**src/rtl/l2_writeback_buffer_if.sv**
```systemverilog
// Handshake and bus bundle for the L2 write-back buffer.
// Groups the L2 write port, the L2 miss-fill read port, the DMEM access port and the empty flag.
// The buffer uses the slave modport; the L2/DMEM side (or a bench) uses the master modport.
interface l2_writeback_buffer_if #(
  parameter int ADDR_W = 30,
  parameter int DATA_W = 32
);
  // L2 eviction writes
  logic              wr_valid;
  logic              wr_ready;
  logic [ADDR_W-1:0] wr_addr;
  logic [DATA_W-1:0] wr_data;
  // L2 miss-fill reads
  logic              rd_req;
  logic [ADDR_W-1:0] rd_addr;
  logic              rd_valid;
  logic [DATA_W-1:0] rd_data;
  // DMEM access
  logic              mem_req;
  logic              mem_we;
  logic [ADDR_W-1:0] mem_addr;
  logic [DATA_W-1:0] mem_wdata;
  logic [DATA_W-1:0] mem_rdata;
  logic              mem_ack;
  // status
  logic              empty;

  modport slave (
    input  wr_valid, wr_addr, wr_data, rd_req, rd_addr, mem_rdata, mem_ack,
    output wr_ready, rd_valid, rd_data, mem_req, mem_we, mem_addr, mem_wdata, empty
  );

  modport master (
    output wr_valid, wr_addr, wr_data, rd_req, rd_addr, mem_rdata, mem_ack,
    input  wr_ready, rd_valid, rd_data, mem_req, mem_we, mem_addr, mem_wdata, empty
  );
endinterface

```
**src/rtl/l2_writeback_buffer.sv**
```systemverilog
// Write-back buffer between L2 and DMEM: queues evictions, drains them in the background,
// and serves miss-fill reads with forwarding from pending writes (read hits answer next cycle).
// Ports: clk, reset (async active-high), bus (slave modport: wr_*, rd_*, mem_*, empty).
module l2_writeback_buffer #(
  parameter int DEPTH  = 4,
  parameter int ADDR_W = 30,
  parameter int DATA_W = 32
) (
  input  logic                  clk,
  input  logic                  reset,
  l2_writeback_buffer_if.slave  bus
);
  localparam int PTR_W = $clog2(DEPTH);
  localparam int CNT_W = PTR_W + 1;

  typedef enum logic [1:0] {IDLE, WRITE_WAIT, READ_WAIT} state_t;

  state_t              state;
  logic [ADDR_W-1:0]   addr_q [DEPTH];
  logic [DATA_W-1:0]   data_q [DEPTH];
  logic [DEPTH-1:0]    vld_q;
  logic [PTR_W-1:0]    head, tail;
  logic [CNT_W-1:0]    count;

  logic                rd_valid_q, mem_req_q, mem_we_q;
  logic [DATA_W-1:0]   rd_data_q, mem_wdata_q;
  logic [ADDR_W-1:0]   mem_addr_q;

  logic                wr_ready, wr_fire, drain_done, read_pending;
  logic                merge_hit, rd_hit;
  logic [PTR_W-1:0]    merge_idx;
  logic [DATA_W-1:0]   rd_hit_data;

  assign wr_ready   = (count != CNT_W'(DEPTH));
  assign wr_fire    = bus.wr_valid && wr_ready;
  assign drain_done = (state == WRITE_WAIT) && bus.mem_ack;
  // In the rd_valid cycle the requester may still hold rd_req; do not serve it twice.
  assign read_pending = bus.rd_req && !rd_valid_q;

  // Merge target: a valid matching entry, except the head while it is being written to DMEM
  // (its data is already on mem_wdata, so a new write must get its own entry).
  always_comb begin
    merge_hit = 1'b0;
    merge_idx = '0;
    for (int i = 0; i < DEPTH; i++) begin
      if (vld_q[i] && (addr_q[i] == bus.wr_addr) &&
          !((state == WRITE_WAIT) && (PTR_W'(i) == head))) begin
        merge_hit = 1'b1;
        merge_idx = PTR_W'(i);
      end
    end
  end

  // Read lookup: walk from oldest to youngest so the youngest match wins,
  // then let a write accepted this same cycle override everything.
  always_comb begin
    logic [PTR_W-1:0] idx;
    idx         = '0;
    rd_hit      = 1'b0;
    rd_hit_data = '0;
    for (int k = 0; k < DEPTH; k++) begin
      idx = head + PTR_W'(k);
      if (vld_q[idx] && (addr_q[idx] == bus.rd_addr)) begin
        rd_hit      = 1'b1;
        rd_hit_data = data_q[idx];
      end
    end
    if (wr_fire && (bus.wr_addr == bus.rd_addr)) begin
      rd_hit      = 1'b1;
      rd_hit_data = bus.wr_data;
    end
  end

  // Entry storage needs no reset; validity is tracked in vld_q.
  always_ff @(posedge clk) begin
    if (wr_fire) begin
      if (merge_hit) begin
        data_q[merge_idx] <= bus.wr_data;
      end else begin
        addr_q[tail] <= bus.wr_addr;
        data_q[tail] <= bus.wr_data;
      end
    end
  end

  always_ff @(posedge clk or posedge reset) begin
    if (reset) begin
      state       <= IDLE;
      vld_q       <= '0;
      head        <= '0;
      tail        <= '0;
      count       <= '0;
      rd_valid_q  <= 1'b0;
      rd_data_q   <= '0;
      mem_req_q   <= 1'b0;
      mem_we_q    <= 1'b0;
      mem_addr_q  <= '0;
      mem_wdata_q <= '0;
    end else begin
      if (wr_fire && !merge_hit) begin
        vld_q[tail] <= 1'b1;
        tail        <= tail + 1'b1;
      end
      if (drain_done) begin
        vld_q[head] <= 1'b0;
        head        <= head + 1'b1;
      end
      case ({wr_fire && !merge_hit, drain_done})
        2'b10:   count <= count + 1'b1;
        2'b01:   count <= count - 1'b1;
        default: count <= count;
      endcase

      rd_valid_q <= 1'b0;
      case (state)
        IDLE: begin
          if (read_pending) begin
            if (rd_hit) begin
              rd_valid_q <= 1'b1;
              rd_data_q  <= rd_hit_data;
            end else begin
              mem_req_q  <= 1'b1;
              mem_we_q   <= 1'b0;
              mem_addr_q <= bus.rd_addr;
              state      <= READ_WAIT;
            end
          end else if (count != '0) begin
            mem_req_q  <= 1'b1;
            mem_we_q   <= 1'b1;
            mem_addr_q <= addr_q[head];
            // A write merging into the head on this very edge must go out with the new data.
            mem_wdata_q <= (wr_fire && merge_hit && (merge_idx == head)) ? bus.wr_data
                                                                         : data_q[head];
            state <= WRITE_WAIT;
          end
        end
        WRITE_WAIT: begin
          if (bus.mem_ack) begin
            mem_req_q <= 1'b0;
            state     <= IDLE;
          end
        end
        READ_WAIT: begin
          if (bus.mem_ack) begin
            rd_data_q  <= bus.mem_rdata;
            rd_valid_q <= 1'b1;
            mem_req_q  <= 1'b0;
            state      <= IDLE;
          end
        end
        default: state <= IDLE;
      endcase
    end
  end

  assign bus.wr_ready  = wr_ready;
  assign bus.rd_valid  = rd_valid_q;
  assign bus.rd_data   = rd_data_q;
  assign bus.mem_req   = mem_req_q;
  assign bus.mem_we    = mem_we_q;
  assign bus.mem_addr  = mem_addr_q;
  assign bus.mem_wdata = mem_wdata_q;
  assign bus.empty     = (count == '0) && (state == IDLE);
endmodule

```
**src/flat_wrapper.sv**
```systemverilog
// flat-port wrapper written by rule: the top's interface ports become plain ports
module l2_writeback_buffer_flat 
#(
  parameter int DEPTH  = 4,
  parameter int ADDR_W = 30,
  parameter int DATA_W = 32
)
  (clk, reset, bus_wr_valid, bus_wr_addr, bus_wr_data, bus_rd_req, bus_rd_addr, bus_mem_rdata, bus_mem_ack, bus_wr_ready, bus_rd_valid, bus_rd_data, bus_mem_req, bus_mem_we, bus_mem_addr, bus_mem_wdata, bus_empty);
  l2_writeback_buffer_if #(.ADDR_W(ADDR_W), .DATA_W(DATA_W)) bus_i ();
  input  logic clk;
  input  logic reset;
  input wire logic [$bits(bus_i.wr_valid)-1:0] bus_wr_valid;
  input wire logic [$bits(bus_i.wr_addr)-1:0] bus_wr_addr;
  input wire logic [$bits(bus_i.wr_data)-1:0] bus_wr_data;
  input wire logic [$bits(bus_i.rd_req)-1:0] bus_rd_req;
  input wire logic [$bits(bus_i.rd_addr)-1:0] bus_rd_addr;
  input wire logic [$bits(bus_i.mem_rdata)-1:0] bus_mem_rdata;
  input wire logic [$bits(bus_i.mem_ack)-1:0] bus_mem_ack;
  output wire logic [$bits(bus_i.wr_ready)-1:0] bus_wr_ready;
  output wire logic [$bits(bus_i.rd_valid)-1:0] bus_rd_valid;
  output wire logic [$bits(bus_i.rd_data)-1:0] bus_rd_data;
  output wire logic [$bits(bus_i.mem_req)-1:0] bus_mem_req;
  output wire logic [$bits(bus_i.mem_we)-1:0] bus_mem_we;
  output wire logic [$bits(bus_i.mem_addr)-1:0] bus_mem_addr;
  output wire logic [$bits(bus_i.mem_wdata)-1:0] bus_mem_wdata;
  output wire logic [$bits(bus_i.empty)-1:0] bus_empty;
  assign bus_i.wr_valid = bus_wr_valid;
  assign bus_i.wr_addr = bus_wr_addr;
  assign bus_i.wr_data = bus_wr_data;
  assign bus_i.rd_req = bus_rd_req;
  assign bus_i.rd_addr = bus_rd_addr;
  assign bus_i.mem_rdata = bus_mem_rdata;
  assign bus_i.mem_ack = bus_mem_ack;
  assign bus_wr_ready = bus_i.wr_ready;
  assign bus_rd_valid = bus_i.rd_valid;
  assign bus_rd_data = bus_i.rd_data;
  assign bus_mem_req = bus_i.mem_req;
  assign bus_mem_we = bus_i.mem_we;
  assign bus_mem_addr = bus_i.mem_addr;
  assign bus_mem_wdata = bus_i.mem_wdata;
  assign bus_empty = bus_i.empty;
  l2_writeback_buffer #(.DEPTH(DEPTH), .ADDR_W(ADDR_W), .DATA_W(DATA_W)) u_core (.clk(clk), .reset(reset), .bus(bus_i));
endmodule
```
**config.mk**
```make
export PLATFORM = sky130hd
export DESIGN_NAME = l2_writeback_buffer_flat
export DESIGN_NICKNAME = d
export VERILOG_FILES = /design/src/rtl/l2_writeback_buffer_if.sv /design/src/rtl/l2_writeback_buffer.sv /design/src/flat_wrapper.sv
export SDC_FILE = /design/constraint.sdc
export NUM_CORES = 1
export LEC_CHECK = 0
export ABC_CLOCK_PERIOD_IN_PS = 7030
export BUFFER_PORTS_ARGS = -buffer_cell sky130_fd_sc_hd__clkbuf_2
export CAP_MARGIN = 25
export CORE_MARGIN = 2
export CORE_UTILIZATION = 61
export DETAILED_ROUTE_END_ITERATION = 8
export GPL_ROUTABILITY_DRIVEN = 0
export PLACE_DENSITY_LB_ADDON = 0.15
export SETUP_SLACK_MARGIN = 0.2
export SLEW_MARGIN = 20
export SYNTH_ARGS = -nofsm -noshare
export SYNTH_HDL_FRONTEND = slang
export SYNTH_SLANG_ARGS = --single-unit
```
**constraint.sdc**
```tcl
create_clock -name clk -period 7.03 [get_ports clk]
set_input_delay 1.0545 -clock clk [delete_from_list [all_inputs] [get_ports clk]]
set_output_delay 1.0545 -clock clk [all_outputs]
set_load 0.02 [all_outputs]
```
# After elaboration in Yosys (flattened, before gate mapping)
# Memory sizes are Yosys's and may differ from the RTL's.
# Cells that the tools add are included.
# classes
n_reduce_logical,47
n_bitwise,4
muxes,65
magnitude_cmp,7
n_eq_ne,25
n_addsub,6
# op_table
operator,n
$mux W32,10
$eq A30 B30 Y1,9
$mux W30,3
$pmux W32 S2,1
$mux W1,32
$reduce_or A32 Y1,1
$logic_and A1 B1 Y1,26
$lt A2 B3 Y1 const B,5
$mux W2,7
$reduce_and A3 Y1,3
$bmux W1 S2,4
$mux W4,2
$reduce_and A4 Y1,2
$reduce_bool A2 Y1,4
$logic_not A1 Y1,6
$ne A2 B1 Y1 const B,3
$ne A3 B3 Y1 const B,2
$pmux W3 S2,1
$add A2 B1 Y2 const B,2
$add A2 B2 Y2 const B,2
$and A4 B4 Y4,1
$demux W1 S2,2
$eq A2 B1 Y1 const B,2
$eq A2 B2 Y1 const A,2
17 further kinds,22
# totals
ramBits,248
word_cells,167
output_inout_bits,99
mem_count,2
in_bits,129
reg_bits,110
# mem_list
name,words,width,read_ports,rd_clocked_by_memory_dff,write_ports,line_no,source
u_core.data_q,4,32,4,0,1,l2_writeback_buffer.sv:20,logic [DATA_W-1:0] data_q [DEPTH];
u_core.addr_q,4,30,8,0,1,l2_writeback_buffer.sv:19,logic [ADDR_W-1:0] addr_q [DEPTH];

# Depth between registers and ports, before layout
# depth
depth_word,13
depth_mapped,22
mapped_depth_nobuf,16

# Worst setup path after synthesis
# No wires, ideal clock.
# synth_timing
kind,reg-to-reg
from,register u_core.head[1]
to,memory u_core.data_q[2][0] (enable)
path_buffers,4
path_slack_ps,1418
setup_time_ps,470
period_less_slack_ps,5612
arrival_ps,5142
stages_incl_launch_ff,14
required_time_ps,6560
cell_sequence,dfrtp_1 -> clkbuf_1 -> inv_2 -> buf_1 -> clkbuf_1 -> clkbuf_1 -> ha_1 -> nand2_1 -> nand2_1 -> nor4_1 -> and3_1 -> a41oi_1 -> nand3_1 -> a211oi_1
# synth_between
elab_chain_cells,13
word_cells_on_any_way,32
classes_between,eq/ne (3); mux (15); reduce/logical (14)
# synth_lines
item,line_no,source
start: declaration,l2_writeback_buffer.sv:22,"logic [PTR_W-1:0] head, tail;"
start signal: assignment,l2_writeback_buffer.sv:106,head <= head + 1'b1;
$logic_not A2 Y1,l2_writeback_buffer.sv:47,!((state == WRITE_WAIT) && (PTR_W'(i) == head))) begin
$logic_and A1 B1 Y1,l2_writeback_buffer.sv:47,
$logic_not A1 Y1,l2_writeback_buffer.sv:47,
$logic_and A1 B1 Y1,l2_writeback_buffer.sv:46,if (vld_q[i] && (addr_q[i] == bus.wr_addr) &&
$mux W1 (4 in a row),l2_writeback_buffer.sv:46,
$mux W1,l2_writeback_buffer.sv:77,if (merge_hit) begin
$mux W1,l2_writeback_buffer.sv:76,if (wr_fire) begin
$mux W1 (implied by the code),l2_writeback_buffer.sv:81,data_q[tail] <= bus.wr_data;
$reduce_or A32 Y1 (no line),n/a,
$mux W2 (no line) or $mux W1 (tied branches),n/a,
end: declaration,l2_writeback_buffer.sv:20,
# Parallel ways exist; a longest one is shown, timed or not.

# Worst setup path after layout
# layout_timing
from,register u_core.head[1]
to,"register u_core.rd_data_q[23], in the netlist u_core.bus.rd_data[23]"
# layout_between
elab_chain_cells,11
word_cells_on_any_way,36
classes_between,add/sub (3); eq/ne (5); mux (21); reduce/logical (5); memory (2)
# layout_lines
item,line_no,source
"$add A2 B1 Y2, or another cell as far along",l2_writeback_buffer.sv:62,idx = head + PTR_W'(k);
"$mem_v2 Z4 W30, or another cell as far along",n/a,
"$eq A30 B30 Y1, or another cell as far along",l2_writeback_buffer.sv:63,if (vld_q[idx] && (addr_q[idx] == bus.rd_addr)) begin
$logic_and A1 B1 Y1 or $mux W32 (tied branches),l2_writeback_buffer.sv:63,
$mux W32 (3 in a row),l2_writeback_buffer.sv:63,
$mux W32,l2_writeback_buffer.sv:68,if (wr_fire && (bus.wr_addr == bus.rd_addr)) begin
$mux W32,l2_writeback_buffer.sv:118,if (rd_hit) begin
$mux W32,l2_writeback_buffer.sv:117,if (read_pending) begin
$pmux W32 S2,l2_writeback_buffer.sv:115,case (state)
end signal: assignment,l2_writeback_buffer.sv:120,rd_data_q <= rd_hit_data;
end signal: assignment,l2_writeback_buffer.sv:145,rd_data_q <= bus.mem_rdata;
end: declaration,l2_writeback_buffer.sv:26,"logic [DATA_W-1:0] rd_data_q, mem_wdata_q;"
# Parallel ways exist; a longest one is shown, timed or not. The select of a mux whose other input is x is not followed.
# A chain may end at the register's enable or synchronous reset.

==> impl_metrics.env <==
export IMPL_syn_instance_count=1945
export IMPL_yosys_area_top_type="edfxtp_1"
export IMPL_ant_nets=0
export IMPL_netlist_area_um2=23790
export IMPL_cp_arrival_ns=6.29
export IMPL_clk_latency_ns=0.57
export IMPL_outcome="finished clean"
export IMPL_cap_violations=0
export IMPL_grt_pass1_wl_um=113700
export IMPL_yosysWarnings=0
export IMPL_cts_buffer_depth=3
export IMPL_slew_violations=0
export IMPL_ys_seq_area_share_pct=42.88
export IMPL_nNetsFinal=2200
export IMPL_grt_usage_pct=37.45
export IMPL_p_leak_nw=9.941
export IMPL_post_route_drc_count=0
export IMPL_clk_pin_slew_ns=0.06
export IMPL_yosys_most_used_dff="edfxtp_1"
export IMPL_final_common_cell="edfxtp_1"
export IMPL_post_drt_wl_per_cell_um=29.08
export IMPL_cts_htree_levels=2
export IMPL_drive_above_1_share_pct=26.53
export IMPL_cp_max_fo=49
export IMPL_place_port_buffers=227
export IMPL_vias=18710
export IMPL_setup_worst_path_end_class="flip-flop"
export IMPL_powerDensity_nw_per_um2=445.6
export IMPL_grt_ovfl_total=0
export IMPL_crit_type="flip-flop to flip-flop"
export IMPL_fp_row_count=72
export IMPL_die_area_um2=40590
export IMPL_initial_core_util_pct=61.69
export IMPL_syn_nets=2087
export IMPL_fillerInstances=2846
export IMPL_hold_violations=0
export IMPL_ys_ff_latch=358
export IMPL_syn_avg_cell_area_um2=12.23
export IMPL_core_um2=38560
export IMPL_firstDrtPassIters=6
export IMPL_final_area_um2=26440
export IMPL_synth_edf_count=248
export IMPL_max_slew_worst_pin_slew_ns=1.090
export IMPL_period_minus_slack_ns=5.855
export IMPL_async_flop_share_pct=30.73
export IMPL_cts_made_buffers=39
export IMPL_die_w_um=201.5
export IMPL_ir_drop_v=0.0004019
export IMPL_die_h_um=201.5
export IMPL_finalClockSkew_ns=0.02551
export IMPL_drt_wl_total_um=75850
export IMPL_hold_class="flip-flop to flip-flop"
export IMPL_hold_buffers=0
export IMPL_start_kind="flip-flop"
export IMPL_postCtsSetupRepairBufs=0
export IMPL_tns_ns=0
export IMPL_via_per_inst=7.176
export IMPL_fin_util_pct=68.57
export IMPL_first_iter_violations=2805
export IMPL_cts_resized=0
export IMPL_grt_pass1_vias=18150
export IMPL_synthTopCellsByArea="edfxtp_1, mux4_2, dfrtp_1, xnor2_1, mux2i_1"
export IMPL_min_period_over_period_pct=83.29
export IMPL_required_ns=7.46
export IMPL_ioPinCount=228
export IMPL_synthDominantCellAreaShare_pct=31.31
export IMPL_antenna_found_initial=4
export IMPL_fmax_ghz=0.1708
export IMPL_dp_hpwl_um=52850
export IMPL_maxSlewHeadroom_pct=27.32
export IMPL_setup_viol=0
export IMPL_syn_to_final_growth_pct=11.15
export IMPL_rsz0062_at_grt="no"
export IMPL_placed_area_um2=25150
export IMPL_clkSinkCount=358
export IMPL_root_buffer="clkbuf_16"
export IMPL_synth_cell_types=68
export IMPL_tritoncts="built"
export IMPL_mostFrequentLayoutCells="edfxtp_1, clkbuf_2, xnor2_1"
export IMPL_grt_max_degree=157
## flip-flops by register name (all words and copies together) (netlist names)
signal and cells:
u_core.addr_q 120, u_core.bus.mem_addr 30, u_core.bus.mem_req 1, u_core.bus.mem_wdata 32
u_core.bus.mem_we 1, u_core.bus.rd_data 32, u_core.bus.rd_valid 1, u_core.count 3
u_core.data_q 128, u_core.head 2, u_core.state 2, u_core.tail 2
u_core.vld_q 4
## report_power, final
part	internal, mW	switching (mW)	leakage [nW]
combinational	2.77	3.49	5.68
clock	1.20	0.872	0.633
sequential	2.92	0.523	3.62
## layer usage
metal	share of wire (%)	track usage, %	up-vias
met5	0.036	0	-
met4	5.5	19.17	4
met3	14	10.41	300
met2	44	54.82	1510
met1	37	51.61	9142
li1	-	-	7758
## area by class of cell
cell class	count	area, um^2	share of cell area (%)
repair buffers	264	1446	5.471
flip-flops and latches	358	10210	38.61
diodes	2	5.005	0.01893
clock inverters	23	221.5	0.8377
clock buffers	48	1062	4.018
multi-input cells	1372	12760	48.26
inverters	23	88.84	0.3360
well taps	518	648.1	2.452
## synth_stat cells, drive strengths merged (5+ instances only)
library cell and instances:
edfxtp 248, xnor2 186, mux4 163, clkbuf 147, mux2i 143, nand2 118
dfrtp 110, nor2 97, xor2 68, mux2 67, o21ai 65, a311oi 64
and2 45, buf 45, o22ai 42, nand4 40, nor3b 34, o221ai 34
a21oi 30, inv 22, nand3 17, nor4 17, a2111oi 12, ha 12
nor3 12, and3 9, o2bb2ai 8, a211oi 7, a2bb2oi 6, o211ai 6
a31o 5, nand2b 5, nor2b 5, or2 5, or4 5
## critical path, cell delays in order, from the launching register on
cell       delay, ns
dfrtp_4         0.72
inv_2           0.10
ha_4            0.71
mux4_2          0.60
xnor2_1         0.25
nand4_1         0.18
or4_1           0.53
or4_1           0.40
buf_4           0.27
or2_1           0.27
buf_4           0.30
a41oi_2         0.25
a2bb2oi_4       0.14
buf_4           0.48
mux2_2          0.41
## worst paths after layout
| check | from | to | slack (ns) | depth (start not counted) |
|---|---|---|---|---|
| setup / recovery | u_core.head[1] | u_core.bus.rd_data[23] | 1.17 | 14 |
| hold / removal | u_core.bus.mem_wdata[11] | u_core.bus.mem_wdata[11] | 0.48 | 2 |
| setup reg to reg | u_core.head[1] | u_core.bus.rd_data[23] | 1.17 | 14 |
| hold reg to reg | u_core.bus.mem_wdata[11] | u_core.bus.mem_wdata[11] | 0.48 | 2 |
| max in group asynchronous | reset | u_core.head[1] | 4.98 | 3 |
| min in group asynchronous | reset | u_core.bus.mem_wdata[4] | 0.60 | 2 |
## cell families (layout without fill, tap and decap cells)
logic type / Yosys count / count (layout) / synth area share (%)
adder cells (fa/ha/maj): 13 / 13 / 0.7154
buffers and inverters: 215 / 358 / 3.898
multiplexers: 373 / 373 / 24.62
AND/OR/NAND/NOR: 418 / 418 / 8.880
AO/OA/AOI/OAI: 314 / 314 / 9.648
XOR/XNOR: 254 / 254 / 9.353
other: 0 / 2 / 0
flip-flops: 358 / 358 / 42.88
## stage by stage
| step | hold WS, ns | power [mW] | cells | setup WS [ns] |
|---|---|---|---|---|
| 6_report | 0.4828 | 11.78 | 2608 | 1.175 |
| 5_1_grt | 0.5056 | 12.31 | 2608 | 0.9975 |
| 4_1_cts | 0.4844 | 11.68 | 2606 | 1.311 |
| 3_5_place_dp | 0.4713 | 9.592 | 2535 | 1.333 |
| 3_3_place_gp | 0.4615 | 9.432 | 2534 | 1.411 |
| 2_1_floorplan | 0.4643 | 7.967 | 1945 | 1.418 |
No activity file was read; power rests on OpenSTA's default activity.
